## src/rtl/rj_loader_if.sv

```systemverilog
// Bundle between the rj_loader and its neighbours: serial bit stream in, rj memory write port out.
// Carries sum_err only when RJ_LOADER_SUM_CHK_EN is defined.
interface rj_loader_if #(
  parameter int WORD_W = 16,
  parameter int ADDR_W = 4
);
  logic              start;
  logic              frame;
  logic              in_bit;
  logic              bit_valid;
  logic              rj_wr_en;
  logic [ADDR_W-1:0] rj_wr_addr;
  logic [WORD_W-1:0] rj_wr_data;
  logic              busy;
  logic              done;
`ifdef RJ_LOADER_SUM_CHK_EN
  logic              sum_err;

  modport master (
    output start, frame, in_bit, bit_valid,
    input  rj_wr_en, rj_wr_addr, rj_wr_data, busy, done, sum_err
  );
  modport slave (
    input  start, frame, in_bit, bit_valid,
    output rj_wr_en, rj_wr_addr, rj_wr_data, busy, done, sum_err
  );
`else
  modport master (
    output start, frame, in_bit, bit_valid,
    input  rj_wr_en, rj_wr_addr, rj_wr_data, busy, done
  );
  modport slave (
    input  start, frame, in_bit, bit_valid,
    output rj_wr_en, rj_wr_addr, rj_wr_data, busy, done
  );
`endif
endinterface

```

## src/rtl/rj_loader.sv

```systemverilog
// Deserialises frame-aligned MSB-first rj words and writes them into the 16-entry rj memory.
// Optional rj sum check is compiled in with RJ_LOADER_SUM_CHK_EN.
module rj_loader #(
  parameter int WORD_W = 16,
  parameter int NUM_RJ = 16
`ifdef RJ_LOADER_SUM_CHK_EN
  ,
  parameter int RJ_SUM = 256
`endif
) (
  input  logic        Sclk,
  input  logic        Reset_n,
  rj_loader_if.slave  bus
);

  localparam int ADDR_W = $clog2(NUM_RJ);
  localparam int CNT_W  = $clog2(WORD_W) + 1;
  localparam logic [ADDR_W-1:0] LAST_ADDR = ADDR_W'(NUM_RJ - 1);
  localparam logic [CNT_W-1:0]  LAST_BIT  = CNT_W'(WORD_W - 1);

  typedef enum logic [2:0] {
    IDLE,
    WAIT_FRAME,
    SHIFT,
    WRITE,
    DONE
  } state_t;

  state_t              state_reg, state_next;
  logic [WORD_W-1:0]   shift_reg, shift_next;
  logic [CNT_W-1:0]    bit_cnt_reg, bit_cnt_next;
  logic [ADDR_W-1:0]   addr_reg, addr_next;
  logic [WORD_W-1:0]   wr_data_reg, wr_data_next;
  logic                wr_en_reg, wr_en_next;
  logic                busy_reg, busy_next;
  logic                done_reg, done_next;
  logic                frame_bit;
`ifdef RJ_LOADER_SUM_CHK_EN
  logic [19:0]         sum_reg, sum_next;
  logic                sum_err_reg, sum_err_next;
  logic [19:0]         sum_with_word;
`endif

  assign frame_bit = bus.bit_valid && bus.frame;

  always_ff @(posedge Sclk or negedge Reset_n) begin
    if (!Reset_n) begin
      state_reg   <= IDLE;
      shift_reg   <= '0;
      bit_cnt_reg <= '0;
      addr_reg    <= '0;
      wr_data_reg <= '0;
      wr_en_reg   <= 1'b0;
      busy_reg    <= 1'b0;
      done_reg    <= 1'b0;
`ifdef RJ_LOADER_SUM_CHK_EN
      sum_reg     <= '0;
      sum_err_reg <= 1'b0;
`endif
    end else begin
      state_reg   <= state_next;
      shift_reg   <= shift_next;
      bit_cnt_reg <= bit_cnt_next;
      addr_reg    <= addr_next;
      wr_data_reg <= wr_data_next;
      wr_en_reg   <= wr_en_next;
      busy_reg    <= busy_next;
      done_reg    <= done_next;
`ifdef RJ_LOADER_SUM_CHK_EN
      sum_reg     <= sum_next;
      sum_err_reg <= sum_err_next;
`endif
    end
  end

`ifdef RJ_LOADER_SUM_CHK_EN
  // The word on the write port during WRITE is folded in as the state is left.
  assign sum_with_word = sum_reg + 20'(wr_data_reg);
`endif

  always_comb begin
    state_next   = state_reg;
    shift_next   = shift_reg;
    bit_cnt_next = bit_cnt_reg;
    addr_next    = addr_reg;
    wr_data_next = wr_data_reg;
    wr_en_next   = 1'b0;
    done_next    = done_reg;
`ifdef RJ_LOADER_SUM_CHK_EN
    sum_next     = sum_reg;
    sum_err_next = sum_err_reg;
`endif

    if (bus.start) begin
      // start overrides everything, including a bit arriving in the same cycle
      state_next   = WAIT_FRAME;
      bit_cnt_next = '0;
      addr_next    = '0;
      done_next    = 1'b0;
`ifdef RJ_LOADER_SUM_CHK_EN
      sum_next     = '0;
      sum_err_next = 1'b0;
`endif
    end else begin
      case (state_reg)
        IDLE: begin
          state_next = IDLE;
        end

        WAIT_FRAME: begin
          if (frame_bit) begin
            shift_next   = {{(WORD_W-1){1'b0}}, bus.in_bit};
            bit_cnt_next = CNT_W'(1);
            state_next   = SHIFT;
          end
        end

        SHIFT: begin
          if (frame_bit && (bit_cnt_reg != '0)) begin
            // resync: the partial word is dropped and this bit starts a new one
            shift_next   = {{(WORD_W-1){1'b0}}, bus.in_bit};
            bit_cnt_next = CNT_W'(1);
          end else if (bus.bit_valid) begin
            shift_next   = {shift_reg[WORD_W-2:0], bus.in_bit};
            bit_cnt_next = bit_cnt_reg + CNT_W'(1);
            if (bit_cnt_reg == LAST_BIT) begin
              wr_data_next = {shift_reg[WORD_W-2:0], bus.in_bit};
              wr_en_next   = 1'b1;
              bit_cnt_next = '0;
              state_next   = WRITE;
            end
          end
        end

        WRITE: begin
`ifdef RJ_LOADER_SUM_CHK_EN
          sum_next = sum_with_word;
`endif
          if (addr_reg == LAST_ADDR) begin
            state_next = DONE;
            done_next  = 1'b1;
`ifdef RJ_LOADER_SUM_CHK_EN
            sum_err_next = (sum_with_word != 20'(RJ_SUM));
`endif
          end else begin
            addr_next = addr_reg + ADDR_W'(1);
            // a framed bit here is the next word's first bit, so it must not be lost
            if (frame_bit) begin
              shift_next   = {{(WORD_W-1){1'b0}}, bus.in_bit};
              bit_cnt_next = CNT_W'(1);
              state_next   = SHIFT;
            end else begin
              state_next = WAIT_FRAME;
            end
          end
        end

        DONE: begin
          state_next = DONE;
        end

        default: begin
          state_next = IDLE;
        end
      endcase
    end

    busy_next = (state_next == WAIT_FRAME) || (state_next == SHIFT) || (state_next == WRITE);
  end

  assign bus.rj_wr_en   = wr_en_reg;
  assign bus.rj_wr_addr = addr_reg;
  assign bus.rj_wr_data = wr_data_reg;
  assign bus.busy       = busy_reg;
  assign bus.done       = done_reg;
`ifdef RJ_LOADER_SUM_CHK_EN
  assign bus.sum_err    = sum_err_reg;
`endif

endmodule

```

## src/flat_wrapper.sv

```systemverilog
// flat-port wrapper written by rule: the top's interface ports become plain ports
module rj_loader_flat 
#(
  parameter int WORD_W = 16,
  parameter int NUM_RJ = 16

)
  (Sclk, Reset_n, bus_start, bus_frame, bus_in_bit, bus_bit_valid, bus_rj_wr_en, bus_rj_wr_addr, bus_rj_wr_data, bus_busy, bus_done);
  rj_loader_if #(.WORD_W(WORD_W), .ADDR_W(4)) bus_i ();
  input  logic Sclk;
  input  logic Reset_n;
  input wire logic [$bits(bus_i.start)-1:0] bus_start;
  input wire logic [$bits(bus_i.frame)-1:0] bus_frame;
  input wire logic [$bits(bus_i.in_bit)-1:0] bus_in_bit;
  input wire logic [$bits(bus_i.bit_valid)-1:0] bus_bit_valid;
  output wire logic [$bits(bus_i.rj_wr_en)-1:0] bus_rj_wr_en;
  output wire logic [$bits(bus_i.rj_wr_addr)-1:0] bus_rj_wr_addr;
  output wire logic [$bits(bus_i.rj_wr_data)-1:0] bus_rj_wr_data;
  output wire logic [$bits(bus_i.busy)-1:0] bus_busy;
  output wire logic [$bits(bus_i.done)-1:0] bus_done;
  assign bus_i.start = bus_start;
  assign bus_i.frame = bus_frame;
  assign bus_i.in_bit = bus_in_bit;
  assign bus_i.bit_valid = bus_bit_valid;
  assign bus_rj_wr_en = bus_i.rj_wr_en;
  assign bus_rj_wr_addr = bus_i.rj_wr_addr;
  assign bus_rj_wr_data = bus_i.rj_wr_data;
  assign bus_busy = bus_i.busy;
  assign bus_done = bus_i.done;
  rj_loader #(.WORD_W(WORD_W), .NUM_RJ(NUM_RJ)) u_core (.Sclk(Sclk), .Reset_n(Reset_n), .bus(bus_i));
endmodule
```

## config.mk

```make
export PLATFORM = sky130hd
export DESIGN_NAME = rj_loader_flat
export DESIGN_NICKNAME = d
export VERILOG_FILES = /design/src/rtl/rj_loader_if.sv /design/src/rtl/rj_loader.sv /design/src/flat_wrapper.sv
export SDC_FILE = /design/constraint.sdc
export NUM_CORES = 1
export LEC_CHECK = 0
export ABC_AREA = 0
export CORE_MARGIN = 2
export CORE_UTILIZATION = 45
export CTS_BUF_LIST = sky130_fd_sc_hd__clkbuf_8
export CTS_CLUSTER_SIZE = 20
export DETAILED_ROUTE_END_ITERATION = 10
export PLACE_DENSITY = 0.64
export SETUP_SLACK_MARGIN = 0.2
export SYNTH_ARGS = -nofsm -noshare
export SYNTH_HDL_FRONTEND = slang
export SYNTH_SLANG_ARGS = --single-unit
export TNS_END_PERCENT = 5
```

## constraint.sdc

```tcl
create_clock -name Sclk -period 3 [get_ports Sclk]
set_clock_uncertainty 0.2 [all_clocks]
set_input_delay 0.9 -clock Sclk [delete_from_list [all_inputs] [get_ports Sclk]]
set_output_delay 0.9 -clock Sclk [all_outputs]
set_load 0.1 [all_outputs]
```

==> summary.txt, run 1 <==
Min path
  • Worst hold path type: flop to flop
  • Hold path depth: 2

Yosys
  • Area leader, netlist: dfrtp_1
  • Post-synthesis cell type count: 45
  • Mean area per synthesized cell: 13.5 um^2
  • Synthesized area: 2030 um^2
  • Warnings from Yosys: 0
  • Synth top area cells: dfrtp_1 57%, mux2_4 7.4%, a22o_1 6.5%
  • Mapped Cells: 150
  • FF+latch count, synth: 46
  • Top cell type's share of synthesized area: 0.567
  • Sequential share of the synthesized area: 0.567
  • Syn_nets: 159

Setup path
  • Top Family by Delay on Critical Path: buffers and inverters
  • Crit path launch: bus_frame
  • Critical Path End: u_core.shift_reg[0]
  • Worst r2r src: u_core.bus.rj_wr_addr[0]
  • CP Launch Type: primary input
  • CP Buf/Inv Count: 1
  • Crit Path Class: primary input to flop
  • Crit. End Element: flop
  • RR Endpoint: u_core.shift_reg[0]
  • Crit. path cell count: 5
  • Req. time, crit path: 2.98 ns
  • CP cell instances: clkdlybuf4s50_1 -> nand2_1 -> a221oi_4 -> nand2_2 -> mux2_2
  • Arrival @ worst endpoint: 2.43 ns
  • R2r worst-path depth: 5
  • Worst path max stage delay: 0.52 ns
  • Internal reg-to-reg setup slack: 0.78 ns
  • Slowest-stage cell, CP: clkdlybuf4s50_1
  • Worst-path fanout max: 16

Clock network
  • Post CTS Setup Buffer Count: 0
  • Clk_lat worst skew: 0.29 ns
  • CTS tree: built
  • CTS root buf: clkbuf_8
  • CTS clk-pin slew, worst paths: 0.08 ns
  • Post-CTS sizing: 0
  • Num CTS Buffers: 5
  • Maximum root-to-sink buffer count: 2
  • CTS Hold Buffers Added: 0
  • Clk sinks: 46
  • CTS H-tree lvls: 2

Pwr
  • PwrDens: 477 nW/um^2
  • IR drop worst, VDD: 0.280 mV
  • Leakage: 1.18 nW

Status
  • Status: finished clean

Layout
  • # fillers: 374
  • Most frequent cells in the layout: 46 x dfrtp_1, 26 x buf_4, 15 x a22o_1
  • Diode count: 0
  • Fin nets: 192
  • Final instance area: 2410 um^2
  • Leading cell type in the layout, fill and taps excluded: dfrtp_1
  • Share of cells above drive strength 1: 0.326
  • Max reg flops: 16
  • Area growth, synth to finish: 18.7%

Die
  • Core area: 4350 um^2
  • Rows: 24
  • Die ar.: 5070 um^2
  • Initial Utilization: 0.467
  • Chip width: 71.2 um
  • Io pins: 29
  • Die Y: 71.2 um

Global routing
  • Largest net degree at the start of global routing: 47
  • Initial antenna violation count: 0
  • Vias in the first global route: 1321
  • GRT Total Usage: 0.160
  • First-pass GRT wire length: 6360 um
  • Grt ovf: 0

Routing
  • Vias per inst: 5.54
  • Post-DRT Antenna Nets: 0
  • DR iter-0 viols: 82
  • Routed wire length: 3600 um
  • Drt drc: 0
  • Detailed-route via count: 1308
  • Pre-antenna DRT Iters: 4
  • Routed len/inst: 15.2 um

STA
  • Post-route clock period utilization: 0.817
  • Finish-stage setup viols: 0
  • Least-Margin Pin Slew: 0.576 ns
  • Max-slew headroom: 0.616
  • Setup_tns: 0 ns
  • Hold slack: 0.310 ns
  • Min Tclk post-route: 2.45 ns
  • Fmax: 408 MHz
  • Final hold vios: 0
  • RSZ-0062 raised after global routing: no
  • Final Slew Violations: 0

Place
  • Routability cong.: 0.867
  • DP Area: 2300 um^2
  • Port bufs: 28
  • Dpl hpwl: 2520 um

Job
  • MaxCap Viol Count: 0
-- cell usage after synthesis, drive strengths merged --
cell type,count
ha,3
o2bb2ai,1
a21oi,2
nor2b,1
a22o,16
buf,5
o22ai,2
nand3,4
clkbuf,1
nand2,7
o21ai,2
and3,1
nand2b,2
inv,4
dfrtp,46
o21a,1
a211oi,1
nor4b,1
a31oi,1
a221oi,1
nor2,12
nor3,3
or3,1
o211ai,1
o31ai,1
nand3b,1
and3b,1
a22oi,1
mux2,17
nor3b,1
xnor2,3
and2b,1
a221o,1
nand4b,2
o2111ai,1
a41oi,1
-- worst min path at each step --
stage,startpoint,slack (ns),end
after floorplan,u_core.shift_reg[14],0.26,u_core.shift_reg[14]
after global placement,u_core.bus.done,0.28,u_core.bus.done
after detailed placement,u_core.shift_reg[14],0.29,u_core.shift_reg[14]
after CTS,u_core.bus.rj_wr_data[14],0.32,u_core.bus.rj_wr_data[14]
after global routing,u_core.bus.rj_wr_data[10],0.33,u_core.bus.rj_wr_data[10]
final,u_core.bus.done,0.31,u_core.bus.done
-- routing by layer --
layer | track usage | wire length [um] | part of all wire | vias to the layer above
li1 | - | - | - | 618
met1 | 0.230 | 1750 | 0.49 | 662
met2 | 0.230 | 1690 | 0.47 | 26
met3 | 0.0470 | 146 | 0.041 | 2
met4 | 0.0545 | 17 | 0.0047 | 0
met5 | 0 | 0 | 0 | -
-- cell type report --
cell class | count | area [um^2] | area share
clock inverters | 3 | 37.5 | 0.0156
flip-flops and latches | 46 | 1150 | 0.477
multi-input cells | 94 | 813 | 0.337
well taps | 52 | 65.1 | 0.0270
inverters | 4 | 15.0 | 0.00623
clock buffers | 5 | 68.8 | 0.0285
repair buffers | 32 | 260 | 0.108
-- where the power goes --
part / internal (mW) / total (mW) / leakage (nW) / switching [mW]
clock network: 0.243 / 0.440 / 0.0607 / 0.198
registers: 0.627 / 0.635 / 0.631 / 0.00805
logic: 0.0249 / 0.0749 / 0.489 / 0.0500
total: 0.895 / 1.15 / 1.18 / 0.256
-- stage by stage --
stage | utilization | power [mW] | worst slack, ns | std cells
floorplan | - | 0.691 | 0.414 | 150
global placement | 0.529 | 0.721 | 0.279 | 228
detailed placement | 0.529 | 0.724 | 0.245 | 228
CTS | 0.554 | 1.17 | 0.557 | 236
global route | 0.554 | 1.21 | 0.420 | 236
finish | 0.554 | 1.15 | 0.548 | 236
-- cells by family after synthesis --
family / count (synthesis) / share of synthesized area
AO/OA/AOI/OAI: 33 / 0.140
buffers and inverters: 10 / 0.0332
flip-flops: 46 / 0.567
multiplexers: 17 / 0.113
XOR/XNOR: 3 / 0.0129
adder cells (fa/ha/maj): 3 / 0.0185
AND/OR/NAND/NOR: 38 / 0.116
-- worst reg2reg max path, stage by stage (launching register included) --
cell and delay, ns:
dfrtp_1 0.43, ha_1 0.22, and3_1 0.30, a221oi_4 0.38
nand2_2 0.26, mux2_2 0.33
Note: power is estimated with default switching activity, not from simulation.
==> inputs of run 2 (changes only) <==
Settings changed: PLACE_DENSITY 0.64 to 0.67.
Clock period 3 ns to 2.16 ns, I/O delays scaled along.
==> summary.txt, run 2 (synthesized netlist as in run 1, its figures left out) <==
Pwr
  • Leakage: 1.41 nW (+20%)
  • Reg power frac: 0.531 (-0.021)
  • Switching part of the total: 0.229 (+0.00632)
  • Int Pwr: 1.28 mW (+44%)
  • Clock Power Share: 0.369 (-0.014)
  • PwrDens: 539 nW/um^2 (+13%)
  • Combinational Power Share: 0.099 (+0.034)
  • Switching power: 0.381 mW (+49%)
  • IR drop worst, VDD: 0.372 mV (+33%)

Place
  • Dpl hpwl: 2830 um (+13%)
  • Port bufs: 28 (unchanged)
  • Dpl cells: 236 (+3.5%)
  • Routability cong.: 0.765 (-12%)

STA
  • Finish-stage setup viols: 0 (unchanged)
  • Min Tclk post-route: 2.16 ns
  • Post-route clock period utilization: 0.999
  • Max-slew headroom: 0.778 (+0.162)
  • RSZ-0062 raised after global routing: yes
  • Fmax: 463 MHz
  • Least-Margin Pin Slew: 0.331 ns (-0.244 ns)
  • Final hold vios: 0 (unchanged)
  • Final Slew Violations: 0 (unchanged)

Layout
  • Area growth, synth to finish: 52.2%
  • Fin nets: 220 (+15%)
  • Share of cells above drive strength 1: 0.486 (+0.160)
  • Non-filler cells, final: 264 (+12%)
  • Leading cell type in the layout, fill and taps excluded: dfrtp_1
  • Final core occ: 0.710 (+0.156)
  • Most frequent cells in the layout: 42 x dfrtp_1, 26 x buf_12, 22 x buf_4
  • Max reg flops: 16 (unchanged)
  • Diode count: 0 (unchanged)

Setup path
  • Crit Path Class: flop to flop
  • Worst-path fanout max: 8 (-8)
  • RR Endpoint: u_core.bus.rj_wr_data[3]
  • CP Launch Type: flop
  • Worst r2r src: u_core.bit_cnt_reg[1]
  • Req. time, crit path: 2.14 ns (-0.84 ns)
  • Critical Path End: u_core.bus.rj_wr_data[3]
  • Internal reg-to-reg setup slack: 0.002 ns (-0.78 ns)
  • Crit. End Element: flop
  • Arrival @ worst endpoint: 2.14 ns (-0.29 ns)
  • R2r worst-path depth: 8 (+3)
  • Crit path launch: u_core.bit_cnt_reg[1]

Routing
  • Detailed-route via count: 1450 (+11%)
  • DR iter-0 viols: 97 (+18%)
  • Vias per inst: 5.49 (-0.90%)
  • Drt drc: 0 (unchanged)
  • Pre-antenna DRT Iters: 4 (unchanged)
  • Routed len/inst: 17.8 um (+17%)
  • Post-DRT Antenna Nets: 0 (unchanged)
  • Routed wire length: 4700 um (+31%)

Global routing
  • Largest net degree at the start of global routing: 26 (-45%)
  • Vias in the first global route: 1555 (+18%)
  • Initial antenna violation count: 0 (unchanged)
  • First-pass GRT wire length: 7730 um (+21%)
  • GRT Total Usage: 0.200 (+0.0402)
  • Grt ovf: 0 (unchanged)

Die
  • Die Y: 71.2 um (unchanged)
  • Die ar.: 5070 um^2 (unchanged)
  • Core area: 4350 um^2 (unchanged)
  • Chip width: 71.2 um (unchanged)
  • Rows: 24 (unchanged)
  • Initial Utilization: 0.467 (unchanged)
  • Io pins: 29 (unchanged)

Clock network
  • CTS tree: built
  • Num CTS Buffers: 5 (unchanged)
  • Clk sinks: 46 (unchanged)
  • Clk_lat worst skew: 0.29 ns (about the same)
  • CTS clk-pin slew, worst paths: 0.08 ns (about the same)
  • Maximum root-to-sink buffer count: 2 (unchanged)
  • CTS root buf: clkbuf_8
  • CTS H-tree lvls: 2 (unchanged)

Status
  • Status: finished clean

Job
  • MaxCap Viol Count: 0 (unchanged)

Min path
  • Worst hold path type: flop to flop
-- run 2: cell types whose count changed in the layout (fill, tap and decap cells not counted), sizes merged --
cell,change
buf,+27
clkdlybuf4s50,-3
dlygate4sd2,+3
dlygate4sd3,+1
-- run 2: worst max-delay path, stage by stage, from the launching register on --
cell	delay [ns]
dfrtp_1	0.43
inv_2	0.10
ha_4	0.12
nor4b_4	0.29
o21ai_4	0.12
nor3_4	0.19
buf_6	0.15
buf_16	0.13
mux2_4	0.30
-- run 2: final cells by class --
class	instances	area, um^2
multi-input cells	94	923
flip-flops and latches	46	1160
clock inverters	3	37.5
inverters	4	15.0
fillers	276	1260
clock buffers	5	68.8
well taps	52	65.1
repair buffers	60	821
-- run 2: how the worst min path moves through the flow --
stage / from / endpoint / cells past startpoint
5_1_grt: u_core.shift_reg[14] / u_core.shift_reg[14] / 1
3_5_place_dp: Reset_n / u_core.bus.busy / 1
6_report: u_core.shift_reg[11] / u_core.shift_reg[11] / 1
4_1_cts: u_core.shift_reg[0] / u_core.shift_reg[1] / 1
2_1_floorplan: Reset_n / u_core.bit_cnt_reg[0] / 0
3_3_place_gp: Reset_n / u_core.bus.rj_wr_en / 1
-- run 2: timing repair --
item | in CTS | in global routing
endpoints found under the hold margin | 2 | 0
hold buffers | 1 | 0
setup buffers | 18 | 0
gates resized for setup | 20 | 11
pin swaps | 8 | 27
gates cloned | 1 | 0
setup endpoints to repair | 39 | 41
-- run 2: per-layer routing --
metal / wire (um) / vias up / track usage
li1: - / 669 / -
met1: 2050 / 732 / 0.257
met2: 2380 / 43 / 0.324
met3: 211 / 6 / 0.0513
met4: 57 / 0 / 0.0776
met5: 0 / - / 0
-- run 2: power by group through the flow --
stage	Sequential [mW]	Combinational [mW]	Clock (mW)
2_1_floorplan	0.916	0.0463	0
3_3_place_gp	0.901	0.120	0
3_5_place_dp	0.902	0.125	0
4_1_cts	0.883	0.156	0.629
5_1_grt	0.886	0.179	0.679
6_report	0.885	0.166	0.615
-- run 2: metrics by stage --
stage	power, mW	hold WS, ns	instance area [um^2]	setup TNS (ns)	setup slack [ns]
5_1_grt	1.74	0.378	3090	-1.19	-0.0842
3_3_place_gp	1.02	0.248	2690	-9.47	-0.287
2_1_floorplan	0.963	0.152	2070	-0.597	-0.0604
3_5_place_dp	1.03	0.248	2690	-10.55	-0.319
4_1_cts	1.67	0.340	3040	0	0.0960
6_report	1.67	0.342	3090	0	0.00242
==> inputs of run 3 (changes only) <==
Settings changed: CORE_ASPECT_RATIO set to 0.9, PLACE_DENSITY 0.67 to 0.64.
Clock period 2.16 ns to 2.1 ns, I/O delays scaled along.
==> summary.txt, run 3 (synthesized netlist as in run 1, its figures left out) <==
Status
  • Status: finished clean

Routing
  • DR iter-0 viols: 74 (-24%)
  • Drt drc: 0 (unchanged)
  • Routed len/inst: 18.0 um (+1.2%)
  • Post-DRT Antenna Nets: 0 (unchanged)
  • Pre-antenna DRT Iters: 4 (unchanged)
  • Routed wire length: 4840 um (+3.1%)
  • Detailed-route via count: 1466 (+1.1%)
  • Vias per inst: 5.45 (-0.78%)

Pwr
  • PwrDens: 515 nW/um^2 (-4.4%)
  • Combinational Power Share: 0.105 (+0.006)
  • Clock Power Share: 0.326 (-0.043)
  • Overall power: 1.60 mW (-4.0%)
  • Leakage: 1.40 nW (-1.0%)
  • Int Pwr: 1.20 mW (-6.5%)
  • Reg power frac: 0.569 (+0.038)
  • Switching part of the total: 0.249 (+0.0203)
  • Switching power: 0.398 mW (+4.5%)
  • IR drop worst, VDD: 0.357 mV (-4.2%)

STA
  • Final hold vios: 0 (unchanged)
  • RSZ-0062 raised after global routing: yes
  • Min Tclk post-route: 2.09 ns (-0.0632 ns)
  • Post-route clock period utilization: 0.997 (-0.00154)
  • Least-Margin Pin Slew: 0.418 ns (+0.0861 ns)
  • Fmax: 477 MHz (+3.0%)
  • Hold slack: 0.0641 ns (-0.277 ns)
  • Max-slew headroom: 0.722 (-0.0565)
  • Finish-stage setup viols: 0 (unchanged)
  • Final Slew Violations: 0 (unchanged)

Clock network
  • CTS clk-pin slew, worst paths: 0.08 ns (about the same)
  • CTS root buf: clkbuf_8
  • Clk sinks: 46 (unchanged)
  • Maximum root-to-sink buffer count: 2 (unchanged)
  • CTS tree: built
  • CTS H-tree lvls: 2 (unchanged)
  • Clk_lat worst skew: 0.30 ns (about the same)
  • CTS Hold Buffers Added: 0 (-1)
  • Num CTS Buffers: 5 (unchanged)

Die
  • Initial Utilization: 0.461 (-0.00517)
  • Chip width: 74.8 um (+5.1%)
  • Core area: 4400 um^2 (+1.1%)
  • Io pins: 29 (unchanged)
  • Die Y: 67.8 um (-4.8%)
  • Die ar.: 5070 um^2 (about the same)
  • Rows: 23 (-4.2%)

Layout
  • Fin nets: 215 (-2.3%)
  • Most frequent cells in the layout: 42 x dfrtp_1, 27 x buf_12, 17 x mux2_4
  • Leading cell type in the layout, fill and taps excluded: dfrtp_1
  • # fillers: 293 (+6.2%)
  • Max reg flops: 16 (unchanged)
  • Share of cells above drive strength 1: 0.512 (+0.0262)
  • Final instance area: 3110 um^2 (+0.49%)
  • Diode count: 0 (unchanged)
  • Area growth, synth to finish: 52.9%

Place
  • Dpl hpwl: 3110 um (+9.8%)
  • Port bufs: 28 (unchanged)
  • Routability cong.: 0.938 (+23%)
  • DP Area: 2730 um^2 (+1.3%)

Min path
  • Worst hold path type: primary input to asynchronous set/reset pin

Global routing
  • Initial antenna violation count: 0 (unchanged)
  • Vias in the first global route: 1510 (-2.9%)
  • Grt ovf: 0 (unchanged)
  • Largest net degree at the start of global routing: 32 (+23%)
  • First-pass GRT wire length: 7640 um (-1.2%)
  • GRT Total Usage: 0.205 (+0.00568)

Setup path
  • Crit. End Element: flop
  • Req. time, crit path: 2.08 ns (-0.06 ns)
  • Crit Path Class: flop to flop
  • Worst-path fanout max: 8 (unchanged)
  • Worst path max stage delay: 0.43 ns (about the same)
  • Internal reg-to-reg setup slack: 0.006 ns (about the same)
  • R2r worst-path depth: 8 (unchanged)
  • RR Endpoint: u_core.bus.rj_wr_data[5]
  • CP cell instances: inv_2 -> ha_4 -> nor4b_4 -> o21ai_2 -> nor3_4 -> buf_12 -> buf_12 -> mux2_4
  • CP Launch Type: flop
  • Slowest-stage cell, CP: dfrtp_1
  • Worst r2r src: u_core.bit_cnt_reg[1]
  • Crit path launch: u_core.bit_cnt_reg[1]
  • Most used cell, CP: buf_12
  • Arrival @ worst endpoint: 2.08 ns (-0.06 ns)

Job
  • MaxCap Viol Count: 0 (unchanged)
==> run 3: cell types whose count changed in the layout (fill, tap and decap cells not counted), sizes merged <==
cell | before | now
dlygate4sd3 | 1 | 0
inv | 6 | 5
clkinv | 0 | 2
bufinv | 1 | 0
buf | 55 | 51
==> run 3: worst max-delay path: cells and delay by family (launching register included) <==
| kind | cells | cell delay, ns |
|---|---|---|
| compound gates | 1 | 0.14 |
| fa+ha+maj | 1 | 0.13 |
| buf+inv | 3 | 0.38 |
| flops | 1 | 0.43 |
| mux | 1 | 0.30 |
| simple gates | 2 | 0.41 |
==> run 3: metal layers <==
metal | part of all wire | global-route usage
met2 | 0.52 | 0.336
met5 | 0 | 0
met3 | 0.029 | 0.0373
met1 | 0.43 | 0.276
met4 | 0.019 | 0.0692
==> run 3: area by class of cell <==
type	instances	area, um^2	share of cell area
Sequential cell	46	1160	0.374
Inverter	4	15.0	0.00483
Multi-Input combinational cell	94	962	0.310
Timing Repair Buffer	55	805	0.259
Clock inverter	3	17.5	0.00564
Clock buffer	5	68.8	0.0222
Tap cell	62	77.6	0.0250
==> run 3: per-stage QoR <==
step / TNS (ns) / util / setup WS (ns) / std cells
4_1_cts: 0 / 0.682 / 0.0754 / 268
2_1_floorplan: -1.35 / - / -0.120 / 150
3_5_place_dp: -12.78 / 0.619 / -0.395 / 249
6_report: 0 / 0.706 / 0.00558 / 269
3_3_place_gp: -10.61 / 0.619 / -0.305 / 249
5_1_grt: -0.982 / 0.706 / -0.0753 / 269
==> run 3: how the worst max path moves through the flow <==
| stage | end | cells after the start |
|---|---|---|
| 5_1_grt | u_core.bus.rj_wr_data[9] | 8 |
| 3_5_place_dp | u_core.shift_reg[12] | 5 |
| 6_report | u_core.bus.rj_wr_data[5] | 8 |
| 2_1_floorplan | u_core.shift_reg[6] | 7 |
| 3_3_place_gp | u_core.bus.rj_wr_data[1] | 6 |
| 4_1_cts | u_core.bus.rj_wr_data[9] | 8 |
==> run 3: power by group through the flow <==
stage | sequential, mW | combinational [mW] | clock [mW]
after floorplan | 0.943 | 0.0477 | 0
after global placement | 0.926 | 0.128 | 0
after detailed placement | 0.926 | 0.132 | 0
after CTS | 0.909 | 0.145 | 0.532
after global routing | 0.912 | 0.180 | 0.578
final | 0.910 | 0.168 | 0.521
==> run 3: what timing repair did <==
action | CTS | global route
setup endpoints to repair | 41 | 41
buffers inserted | 10 | 1
gates resized for setup | 22 | 19
pin swaps | 7 | 28
cloned | 1 | 0
